**config.mk**
```make
export PLATFORM = sky130hd
export DESIGN_NAME = register_bank
export DESIGN_NICKNAME = d
export VERILOG_FILES = /design/src/rtl/rb_pkg.sv /design/src/rtl/register_bank_rdport.sv /design/src/rtl/register_bank.sv
export SDC_FILE = /design/constraint.sdc
export NUM_CORES = 1
export LEC_CHECK = 0
export CORE_MARGIN = 1
export CORE_UTILIZATION = 25
export CTS_CLUSTER_SIZE = 24
export DETAILED_ROUTE_END_ITERATION = 8
export GPL_ROUTABILITY_DRIVEN = 0
export PLACE_DENSITY = 0.4
export RECOVER_POWER = 100
export SYNTH_ARGS = -nofsm -noshare
export SYNTH_HDL_FRONTEND = slang
export SYNTH_SLANG_ARGS = --single-unit
```
**constraint.sdc**
```tcl
create_clock -name clock -period 4.8 [get_ports clock]
set_input_delay 0.96 -clock clock [delete_from_list [all_inputs] [get_ports clock]]
set_output_delay 0.96 -clock clock [all_outputs]
set_load 0.1 [all_outputs]
```
**src/rtl/rb_pkg.sv**
```systemverilog
// Shared constants and helpers for the register bank and its read ports.
// Address validity lives here so storage and read ports apply the same rule.
package rb_pkg;

   localparam int unsigned RB_DATA_WIDTH = 32;
   localparam int unsigned RB_NUM_REGS   = 16;

   // Invalid addresses are out of range, or R0 when it is hardwired to zero.
   function automatic logic addr_valid(input int unsigned addr,
                                       input int unsigned num_regs,
                                       input logic        zero_reg);
      return (addr < num_regs) && !(zero_reg && (addr == 0));
   endfunction

endpackage

```
**src/rtl/register_bank_rdport.sv**
```systemverilog
// One read port of the register bank: write bypass, invalid-address masking
// and an optional output register.
module register_bank_rdport
   import rb_pkg::*;
#(
   parameter int unsigned DATA_WIDTH = RB_DATA_WIDTH,
   parameter int unsigned NUM_REGS   = RB_NUM_REGS,
   parameter int unsigned ADDR_WIDTH = $clog2(NUM_REGS),
   parameter int unsigned ZERO_REG   = 1,
   parameter int unsigned BYPASS     = 1,
   parameter int unsigned READ_REG   = 0
) (
   input  logic                  clock,
   input  logic                  clear_n,
   input  logic                  flush,
   input  logic [ADDR_WIDTH-1:0] rd_addr,
   input  logic [DATA_WIDTH-1:0] stored_data,
   input  logic                  stored_pend,
   input  logic                  wr_en,
   input  logic [ADDR_WIDTH-1:0] wr_addr,
   input  logic [DATA_WIDTH-1:0] wr_data,
   input  logic                  lock_en,
   input  logic [ADDR_WIDTH-1:0] lock_addr,
   output logic [DATA_WIDTH-1:0] rd_data,
   output logic                  rd_pend
);

   logic                  addr_ok;
   logic                  wr_hit;
   logic                  lock_hit;
   logic [DATA_WIDTH-1:0] val_data;
   logic                  val_pend;

   always_comb begin
      addr_ok  = addr_valid(32'(rd_addr), NUM_REGS, ZERO_REG != 0);
      wr_hit   = (BYPASS != 0) && !flush && wr_en && (wr_addr == rd_addr);
      lock_hit = lock_en && (lock_addr == rd_addr);
      // NOTE: every always_comb output gets a default first, so no path can infer a latch.
      val_data = '0;
      val_pend = 1'b0;
      // Gating on clear_n keeps a bypassed write from showing while reset is held.
      if (clear_n && addr_ok) begin
         if (wr_hit) begin
            val_data = wr_data;
            val_pend = lock_hit;
         end else begin
            val_data = stored_data;
            val_pend = stored_pend;
         end
      end
   end

   if (READ_REG != 0) begin : g_registered
      logic [DATA_WIDTH-1:0] data_q, data_d;
      logic                  pend_q, pend_d;

      always_comb begin
         data_d = flush ? '0   : val_data;
         pend_d = flush ? 1'b0 : val_pend;
      end

      always_ff @(posedge clock or negedge clear_n) begin
         if (!clear_n) begin
            data_q <= '0;
            pend_q <= 1'b0;
         end else begin
            data_q <= data_d;
            pend_q <= pend_d;
         end
      end

      assign rd_data = data_q;
      assign rd_pend = pend_q;
   end else begin : g_combinational
      logic unused_clock;
      assign unused_clock = clock;
      assign rd_data      = val_data;
      assign rd_pend      = val_pend;
   end

endmodule

```
**src/rtl/register_bank.sv**
```systemverilog
// Multi-register file with two read ports, one write port and a per-register
// pending bit that tracks outstanding results between decode and writeback.
module register_bank
   import rb_pkg::*;
#(
   parameter int unsigned DATA_WIDTH = RB_DATA_WIDTH,
   parameter int unsigned NUM_REGS   = RB_NUM_REGS,
   parameter int unsigned ADDR_WIDTH = $clog2(NUM_REGS),
   parameter int unsigned ZERO_REG   = 1,
   parameter int unsigned BYPASS     = 1,
   parameter int unsigned READ_REG   = 0
) (
   input  logic                  clock,
   input  logic                  clear_n,
   input  logic                  flush,
   input  logic                  wr_en,
   input  logic [ADDR_WIDTH-1:0] wr_addr,
   input  logic [DATA_WIDTH-1:0] wr_data,
   input  logic                  lock_en,
   input  logic [ADDR_WIDTH-1:0] lock_addr,
   input  logic [ADDR_WIDTH-1:0] rd_a_addr,
   output logic [DATA_WIDTH-1:0] rd_a_data,
   output logic                  rd_a_pend,
   input  logic [ADDR_WIDTH-1:0] rd_b_addr,
   output logic [DATA_WIDTH-1:0] rd_b_data,
   output logic                  rd_b_pend,
   output logic                  any_pend
);

   logic [DATA_WIDTH-1:0] regs_q [NUM_REGS];
   logic [DATA_WIDTH-1:0] regs_d [NUM_REGS];
   logic [NUM_REGS-1:0]   pend_q, pend_d;
   logic                  wr_ok;
   logic                  lock_ok;

   always_comb begin
      regs_d  = regs_q;
      pend_d  = pend_q;
      wr_ok   = wr_en   && addr_valid(32'(wr_addr),   NUM_REGS, ZERO_REG != 0);
      lock_ok = lock_en && addr_valid(32'(lock_addr), NUM_REGS, ZERO_REG != 0);
      if (flush) begin
         for (int i = 0; i < int'(NUM_REGS); i++) regs_d[i] = '0;
         pend_d = '0;
      end else begin
         if (wr_ok) begin
            regs_d[wr_addr] = wr_data;
            pend_d[wr_addr] = 1'b0;
         end
         // Applied after the write so a same-cycle producer re-arms the pending bit.
         if (lock_ok) pend_d[lock_addr] = 1'b1;
      end
   end

   // NOTE: the storage is a flop array cleared by reset, because every register must read 0
   // immediately after clear_n; a RAM macro could not provide that.
   always_ff @(posedge clock or negedge clear_n) begin
      if (!clear_n) begin
         for (int i = 0; i < int'(NUM_REGS); i++) regs_q[i] <= '0;
         pend_q <= '0;
      end else begin
         // NOTE: state updates use non-blocking assignment so every flop samples pre-edge values.
         regs_q <= regs_d;
         pend_q <= pend_d;
      end
   end

   assign any_pend = |pend_q;

   register_bank_rdport #(
      .DATA_WIDTH (DATA_WIDTH),
      .NUM_REGS   (NUM_REGS),
      .ADDR_WIDTH (ADDR_WIDTH),
      .ZERO_REG   (ZERO_REG),
      .BYPASS     (BYPASS),
      .READ_REG   (READ_REG)
   ) u_rd_a (
      .clock       (clock),
      .clear_n     (clear_n),
      .flush       (flush),
      .rd_addr     (rd_a_addr),
      .stored_data (regs_q[rd_a_addr]),
      .stored_pend (pend_q[rd_a_addr]),
      .wr_en       (wr_en),
      .wr_addr     (wr_addr),
      .wr_data     (wr_data),
      .lock_en     (lock_en),
      .lock_addr   (lock_addr),
      .rd_data     (rd_a_data),
      .rd_pend     (rd_a_pend)
   );

   register_bank_rdport #(
      .DATA_WIDTH (DATA_WIDTH),
      .NUM_REGS   (NUM_REGS),
      .ADDR_WIDTH (ADDR_WIDTH),
      .ZERO_REG   (ZERO_REG),
      .BYPASS     (BYPASS),
      .READ_REG   (READ_REG)
   ) u_rd_b (
      .clock       (clock),
      .clear_n     (clear_n),
      .flush       (flush),
      .rd_addr     (rd_b_addr),
      .stored_data (regs_q[rd_b_addr]),
      .stored_pend (pend_q[rd_b_addr]),
      .wr_en       (wr_en),
      .wr_addr     (wr_addr),
      .wr_data     (wr_data),
      .lock_en     (lock_en),
      .lock_addr   (lock_addr),
      .rd_data     (rd_b_data),
      .rd_pend     (rd_b_pend)
   );

endmodule

```
## After elaboration in Yosys (flattened, before gate mapping)

Index checks and enable logic that the tools add are counted.
W data, S select, Z words.

| word-level totals | value |
|---|---|
| flip-flop bits (word level) | 528 |
| bits in latches | 0 |
| bits in writable memories | 0 |
| bits in read-only memories | 0 |
| bits of input ports | 53 |
| output and inout port bits | 67 |
| word-level logic and storage cells | 91 |
| memories kept | 0 |

| operators by class | value |
|---|---|
| $add $sub $neg | 0 |
| multipliers | 0 |
| div/mod/pow operators | 0 |
| $lt $le $gt $ge | 10 |
| eq/ne operators | 4 |
| shift-type cells | 0 |
| muxes and demuxes | 31 |
| bitwise operators | 6 |
| reduce and logical (&&, ||, !) cells | 23 |

Operators by type and width:

| cell | number |
|---|---|
| $mux W512 | 2 |
| $bwmux W512 | 1 |
| $mux W32 | 9 |
| $bmux W32 S4 | 2 |
| $demux W32 S4 | 1 |
| $mux W16 | 4 |
| $lt A4 B5 Y1 const B | 4 |
| $and A16 B16 Y16 | 1 |
| $eq A4 B4 Y1 | 4 |
| $logic_not A4 Y1 | 4 |
| $not A16 Y16 | 1 |
| $or A16 B16 Y16 | 1 |
| $reduce_or A16 Y1 | 1 |
| $ge A5 B5 Y1 const B | 3 |
| $not A4 Y5 | 3 |
| $logic_and A1 B1 Y1 | 12 |
| $bmux W1 S4 | 2 |
| $demux W1 S4 | 2 |
| $ge A4 B1 Y1 const B | 2 |
| $mux W1 | 8 |
| $logic_not A1 Y1 | 5 |
| $lt A5 B1 Y1 const B | 1 |
| $reduce_bool A2 Y1 | 1 |

## Longest topological paths before layout

Gate-level depths: netlist of run 1.

| logic depth | value |
|---|---|
| depth in word-level cells | 11 |
| gate-level depth with buffers | 7 |

## Cells and area by module

From an unflattened synthesis of run 1, not the netlist that was laid out.

| second synthesis, totals | value |
|---|---|
| cell total of the unflattened synthesis | 3,200 |
| area total of the unflattened synthesis | 31,584.0 um^2 |

Modules (own cells, without submodules):

| module | times used | cells an instance | area each (um^2) |
|---|---|---|---|
| register_bank | 1 | 2,936 | 29,812.3 |
| register_bank_rdport | 2 | 132 | 885.8 |

## Worst setup path after synthesis of run 1

No wires, ideal clock.

| path | value |
|---|---|
| kind | input-to-output |
| start point | in rd_b_addr[3] |
| end point | out rd_b_data[11] |
| arrival | 2,916 ps |
| required time | 3,840 ps |
| slack | 924 ps |
| cell stages on the path | 7 |
| path buffers | 3 |
| cells stage by stage | buf_2 > xor2_1 > nor3_1 > and3b_1 > clkbuf_1 > clkbuf_1 > a22o_1 |

| between the ends | value |
|---|---|
| word-level cells in the longest chain between the ends | 6 |
| elaborated cells on any way between the ends | 11 |

RTL lines:

| what | line | RTL |
|---|---|---|
| start: declaration | register_bank.sv:24 | `input logic [ADDR_WIDTH-1:0] rd_b_addr,` |
| $not A4 Y5 (implied by the code) | register_bank.sv:104 | `.stored_data (regs_q[rd_b_addr]),` |
| $bmux W32 S4 | register_bank.sv:104 |  |
| $mux W32 (implied by the code) (2 in a row) | register_bank.sv:104 |  |
| $mux W32 | register_bank_rdport.sv:43 | `if (wr_hit) begin` |
| $mux W32 * | register_bank_rdport.sv:42 | `if (clear_n && addr_ok) begin` |
| end: declaration | register_bank.sv:25 | `output logic [DATA_WIDTH-1:0] rd_b_data,` |

Mark *: on every way between the ends. The rest lies on a longest branch, timed or not. The select of a mux whose other input is x is not followed.

## Final worst setup path of run 1

| path | value |
|---|---|
| start point | in flush |
| end point | reg pend_q[1] |

| between the ends | value |
|---|---|
| word-level cells in the longest chain between the ends | 1 |

RTL lines:

| what | line | RTL |
|---|---|---|
| start: declaration | register_bank.sv:15 | `input logic flush,` |
| $mux W16 | register_bank.sv:41 | `if (flush) begin` |
| via pend_d[1] | register_bank.sv:32 | `logic [NUM_REGS-1:0] pend_q, pend_d;` |
| end signal: assignment | register_bank.sv:63 | `pend_q <= pend_d;` |
| end: declaration | register_bank.sv:32 |  |

The timed path passes the listed nets, and every way through them passes these cells.
A chain may end at the register's enable or synchronous reset.

==> results of run 1 <==
==> logic make-up (layout without fill, tap and decap cells) <==
family	count (synthesis)	after routing	synth area share
simple gates	1073	1073	0.141
flops	528	528	0.441
mux	460	460	0.265
other cells	0	1	0
xor+xnor	16	16	0.00468
buf+inv	322	363	0.0441
compound gates	565	565	0.105
==> power by group <==
part	internal [mW]	total, mW	switching (mW)
registers	4.50	4.54	0.0398
clock network	2.80	4.83	2.03
logic	0.355	1.15	0.795
total	7.65	10.5	2.87
==> synthesized netlist by cell type, types with 3 or more instances <==
master      n
a21oi_1   481
a22o_1     66
a22oi_1     9
a32oi_1     3
and3b_1     4
buf_1      18
buf_2      63
buf_4       4
clkbuf_1  229
dfrtp_1   528
inv_1       5
mux2i_1   195
mux4_2    265
nand2_1   976
nand3_1     5
nor2_1     27
nor2b_1    38
nor3_1      5
nor4_1      6
o32ai_1     3
xnor2_1     4
xor2_1     12
==> layout by cell type (no fill, tap or decap), types with 4 or more instances in the layout <==
cell type,count
mux2i_1,195
mux4_2,265
nand2_2,6
a22o_1,66
dfrtp_1,528
nor2_1,20
inv_1,5
buf_4,75
dlygate4sd3_1,4
nor2b_1,38
clkbuf_8,22
clkdlybuf4s50_1,39
nor4_1,6
nor3_1,4
clkbuf_16,62
xnor2_1,4
clkbuf_2,23
a21oi_1,480
buf_12,65
a22oi_1,9
clkbuf_1,32
clkbuf_4,14
nand3_2,4
xor2_1,12
nand2_1,970
buf_2,4
clkinv_2,9
nor2_4,7
==> routing by layer <==
layer  vias up  share of wire  GRT usage
met4         2          0.020     0.0450
met1     12500           0.49      0.311
met5         -        0.00011          0
met2       717           0.43      0.295
met3       127          0.057     0.0301
li1      10400              -          -
==> worst max-delay path, delay by kind of cell <==
kind | cells | cell delay, ns
buf+inv | 3 | 3.74
compound gates | 1 | 0.20
==> worst paths after layout <==
| path | from | endpoint | slack, ns |
|---|---|---|---|
| max | flush | pend_q[1] | 0.21 |
| min | regs_q[485] | regs_q[485] | 0.52 |
| max reg2reg | regs_q[288] | regs_q[288] | 3.95 |
| min reg2reg | regs_q[485] | regs_q[485] | 0.52 |
| max in group asynchronous | clear_n | regs_q[413] | 0.73 |
| min in group asynchronous | clear_n | regs_q[510] | 0.72 |
==> through the flow <==
| step | cell area [um^2] | instances |
|---|---|---|
| floorplan | 29900 | 2964 |
| global route | 35500 | 4605 |
| global placement | 34000 | 4494 |
| CTS | 36000 | 4605 |
| detailed placement | 34000 | 4494 |
| finish | 35500 | 4606 |
==> sequential cells by signal, summed over array words and instances, names as in the netlist <==
register  flops
regs_q      512
pend_q       16
==> cell type report <==
cell class              count  area (um^2)
fillers                 12200        82900
repair buffers            247         2690
flip-flops and latches    528        13200
multi-input cells        2114        15500
inverters                   5         18.8
diodes                      1         2.50
clock buffers              96         1860
well taps                1600         2000
clock inverters            15          168
==> impl_metrics.tcl, run 1 <==
set metrics [dict create \
    max_freq_ghz 0.218 \
    netlist_top_cells_area "dfrtp_1, mux4_2, nand2_1" \
    cts_made_buffers 61 \
    cts-root-buf "clkbuf_16" \
    drt-total-wl_mm 123 \
    dieHeight_um 348 \
    synth-seq-area-share 0.441 \
    syn_avg_cell_area_um2 10.1 \
    synth.largest_area_cell "dfrtp_1" \
    io_buffers 119 \
    cp.required_ns 5.26 \
    ant_nets 0 \
    drc 0 \
    rr_worst_depth 2 \
    wl_per_cell_um 26.7 \
    timing.max_cap.violations 18 \
    worstSetupPathType "input pin to flop" \
    ios 120 \
    htree_levels 2 \
    power_density_nw_per_um2 297 \
    tns_ns 0 \
    syn_area_um2 29900 \
    firstDrtPassIters 5 \
    relSlewSlack -1.36 \
    grt_pass1_wl_mm 179 \
    grt_pass1_vias 23600 \
    async_flop_share 1.00 \
    drtIter0Drc 2196 \
    hold_class "flop to flop" \
    power_mw 10.5 \
    grt_max_degree 164 \
    leakagePower_nw 14.0 \
    cp_max_fo 78 \
    syn_nets 3017 \
    synth_top_area_frac 0.441 \
    place_ws_ns 0.337 \
    maxSlewViolCount 815 \
    vias_per_cell 5.15 \
    synth.ff_latch_count 528 \
    clock_sinks 528 \
    layout-drive-gt1-share 0.190 \
    clk_latency_ns 0.62 \
    period_share 0.957 \
    hpwl_mm 73.2 \
    post_cts_resized 0 \
    clockBufferDepth 3 \
    die_width_um 348 \
    rows 126 \
    worstPathCellList "buf_8 -> clkbuf_1 -> buf_4 -> o32ai_1" \
    final_core_util 0.300 \
    worstPathArrival_ns 5.05 \
    nets 3010 \
    fin_worst_skew_ns 0 \
    ys.flop_type "dfrtp_1" \
    grt_overflow_total 0 \
    irDropWorstVdd_uv 269 \
    core-area_um2 118000 \
    crit_slowest_cell "clkbuf_1" \
    tightestPinTransition_ns 3.54 \
    min_period_ns 4.59 \
    start_kind "input pin" \
    grt.total_usage 0.202 \
    status "finished, violations left" \
    clk_pin_slew_ns 0.06 \
    violations "capacitance limit, slew limit" \
    vias 23700 \
    grt_antenna_before_repair 4 \
    setup_violations 0 \
    slowest_delay_ns 2.50 \
    initial_utilization 0.253 \
    dieArea_um2 121000 \
    hold_viol 0 \
    fin_ws_ns 0.208 \
    synth_edf_count 0 \
    syn_to_final_growth_pct 18.5 \
    yosysUniqueCellTypes 35 \
    cts_tree "built" \
    rsz0062_at_grt "false" \
    whs_path_depth 1 \
    whs_ns 0.516 \
    ys.warnings.count 0 \
    ctsHoldBuffers 0 \
    cp-end-kind "flop" \
    post_cts_buffers 0 \
    synthCells 2964 \
]
(Power assumes the default switching activity.)
==> run 2, diff against run 1 <==
--- a/config.mk
+++ b/config.mk
@@ -6,11 +6,10 @@
 export NUM_CORES = 1
 export LEC_CHECK = 0
 export CORE_MARGIN = 1
-export CORE_UTILIZATION = 25
-export CTS_CLUSTER_SIZE = 24
+export CORE_UTILIZATION = 45
 export DETAILED_ROUTE_END_ITERATION = 8
 export GPL_ROUTABILITY_DRIVEN = 0
-export PLACE_DENSITY = 0.4
+export PLACE_DENSITY = 0.62
 export RECOVER_POWER = 100
 export SYNTH_ARGS = -nofsm -noshare
 export SYNTH_HDL_FRONTEND = slang
==> run 2 against run 1 <==
Compared with the run above:
- the run still ends with capacitance limit, slew limit left
- combinational power is 8% lower
- cell count fell by 17%
- clock skew unchanged
- sequential power barely moved
- power shrank 2.0%
- clock-buffer cell count shrank 16
- sequential share of layout area grew 1.6 points
==> impl_metrics.tcl, run 2 (same netlist as run 1, synthesis figures left out) <==
set metrics [dict create \
    drt-total-wl_mm 103 \
    p_seq_frac 0.440 \
    period_share 0.977 \
    largest_register_ffs 512 \
    cts_made_buffers 56 \
    leakagePower_nw 13.8 \
    intPower_mw 7.64 \
    timing.rr.start "regs_q[229]" \
    cts_tree "built" \
    rsz0062_at_grt "false" \
    ios 120 \
    cts-root-buf "clkbuf_16" \
    firstDrtPassIters 5 \
    p_clk_frac 0.457 \
    post_cts_resized 0 \
    ant_nets 0 \
    power.share.switching 0.260 \
    drtIter0Drc 3088 \
    clk_latency_ns 0.63 \
    rr_worst_depth 2 \
    post_cts_buffers 0 \
    ctsHoldBuffers 0 \
    start_kind "input pin" \
    cp.required_ns 5.30 \
    cp-end-kind "flop" \
    regMostFlops "regs_q" \
    clock_sinks 528 \
    setup_violations 0 \
    dieArea_um2 67600 \
    switching_power_mw 2.68 \
    top_regs "regs_q x512, pend_q x16" \
    fin_worst_skew_ns 0 \
    cp_max_fo 19 \
    io_buffers 119 \
    combPwrFrac 0.103 \
    maxSlewViolCount 1013 \
    hold_viol 0 \
    irDropWorstVdd_uv 253 \
    grt_antenna_before_repair 4 \
    vias_per_cell 6.38 \
    grt_overflow_total 0 \
    clockBufferDepth 3 \
    initial_utilization 0.455 \
    place_ws_ns 0.312 \
    tns_ns 0 \
    hold_class "input pin to asynchronous set/reset pin" \
    hpwl_mm 61.8 \
    drc 0 \
    timing.max_cap.violations 23 \
    htree_levels 2 \
    relSlewSlack -0.821 \
    worstPathArrival_ns 5.19 \
    final_cell_mix "nand2_1, dfrtp_1, a21oi_1, mux4_2, mux2i_1" \
    status "finished, violations left" \
    rows 94 \
    worstSetupPathType "input pin to flop" \
    nets 2967 \
    die_width_um 260 \
    grt_pass1_wl_mm 155 \
    violations "capacitance limit, slew limit" \
    vias 24400 \
    timing.rr.end "regs_q[229]" \
    layout_commonest_cell "nand2_1" \
    fin_ws_ns 0.112 \
    wl_per_cell_um 26.9 \
    grt_max_degree 228 \
    whs_ns 0.167 \
    max_freq_ghz 0.213 \
    dieHeight_um 260 \
    grt_pass1_vias 24700 \
    min_period_ns 4.69 \
    r2r_slack_ns 3.95 \
    syn_to_final_growth_pct 13.6 \
    clk_pin_slew_ns 0.06 \
    grt.total_usage 0.306 \
    core-area_um2 65700 \
    tightestPinTransition_ns 2.73 \
    layout-drive-gt1-share 0.178 \
    power_density_nw_per_um2 304 \
]
## run 2: changes by cell type in the layout (fill, tap and decap cells not counted), moves of 7 or more
| cell | previous run | this run |
|---|---|---|
| buf_4 | 75 | 47 |
| clkbuf_2 | 23 | 16 |
| clkbuf_8 | 22 | 13 |
| buf_2 | 4 | 14 |
| clkbuf_1 | 32 | 25 |
| buf_12 | 65 | 51 |
## run 2: power groups by stage
stage                     Clock, mW  Combinational, mW  Sequential, mW
after floorplan                   0              0.647            4.61
after global placement            0               1.07            4.62
after detailed placement          0               1.08            4.62
after CTS                      4.74               1.08            4.54
after global routing           4.92               1.12            4.55
final                          4.71               1.06            4.54
## run 2: through the flow
stage	utilization	total power [mW]	cell area [um^2]	instances
final	0.517	10.3	34000	3827
after global routing	0.517	10.6	34000	3827
after CTS	0.528	10.4	34700	3826
after detailed placement	0.497	5.70	32700	3720
after global placement	0.497	5.69	32700	3720
after floorplan	-	5.26	29900	2964
## run 2: critical path, cell delays in order
cell	delay, ns
dlygate4sd3_1	0.65
clkbuf_1	0.33
nand2b_1	0.34
nor2_1	1.31
clkbuf_1	1.22
nand2_1	0.16
a21oi_1	0.19
## run 2: cell type report
cell class / count / area [um^2]
inverter: 5 / 18.8
sequential: 528 / 13200
clock inverter: 26 / 343
timing repair buffer: 209 / 2220
tap: 864 / 1080
antenna: 1 / 2.50
multi-input combinational: 2114 / 15500
clock buffer: 80 / 1640
fill: 5702 / 31700
## run 2: how the worst max path moves through the flow
stage | depth (start not counted) | to | startpoint | slack [ns]
finish | 7 | regs_q[323] | wr_addr[1] | 0.11
global route | 7 | rd_a_data[26] | wr_addr[3] | 0.07
CTS | 7 | rd_a_data[17] | wr_addr[3] | 0.27
detailed placement | 7 | rd_a_data[17] | wr_addr[3] | 0.31
global placement | 7 | rd_a_data[13] | wr_addr[3] | 0.35
floorplan | 7 | rd_b_data[11] | rd_b_addr[3] | 0.92
## run 2: layer usage
metal / up-vias / GRT usage / wire (um)
met4: 6 / 0.131 / 4050
li1: 10300 / - / -
met1: 12500 / 0.415 / 40100
met2: 1360 / 0.479 / 48800
met5: - / 0 / 41
met3: 246 / 0.0599 / 9940
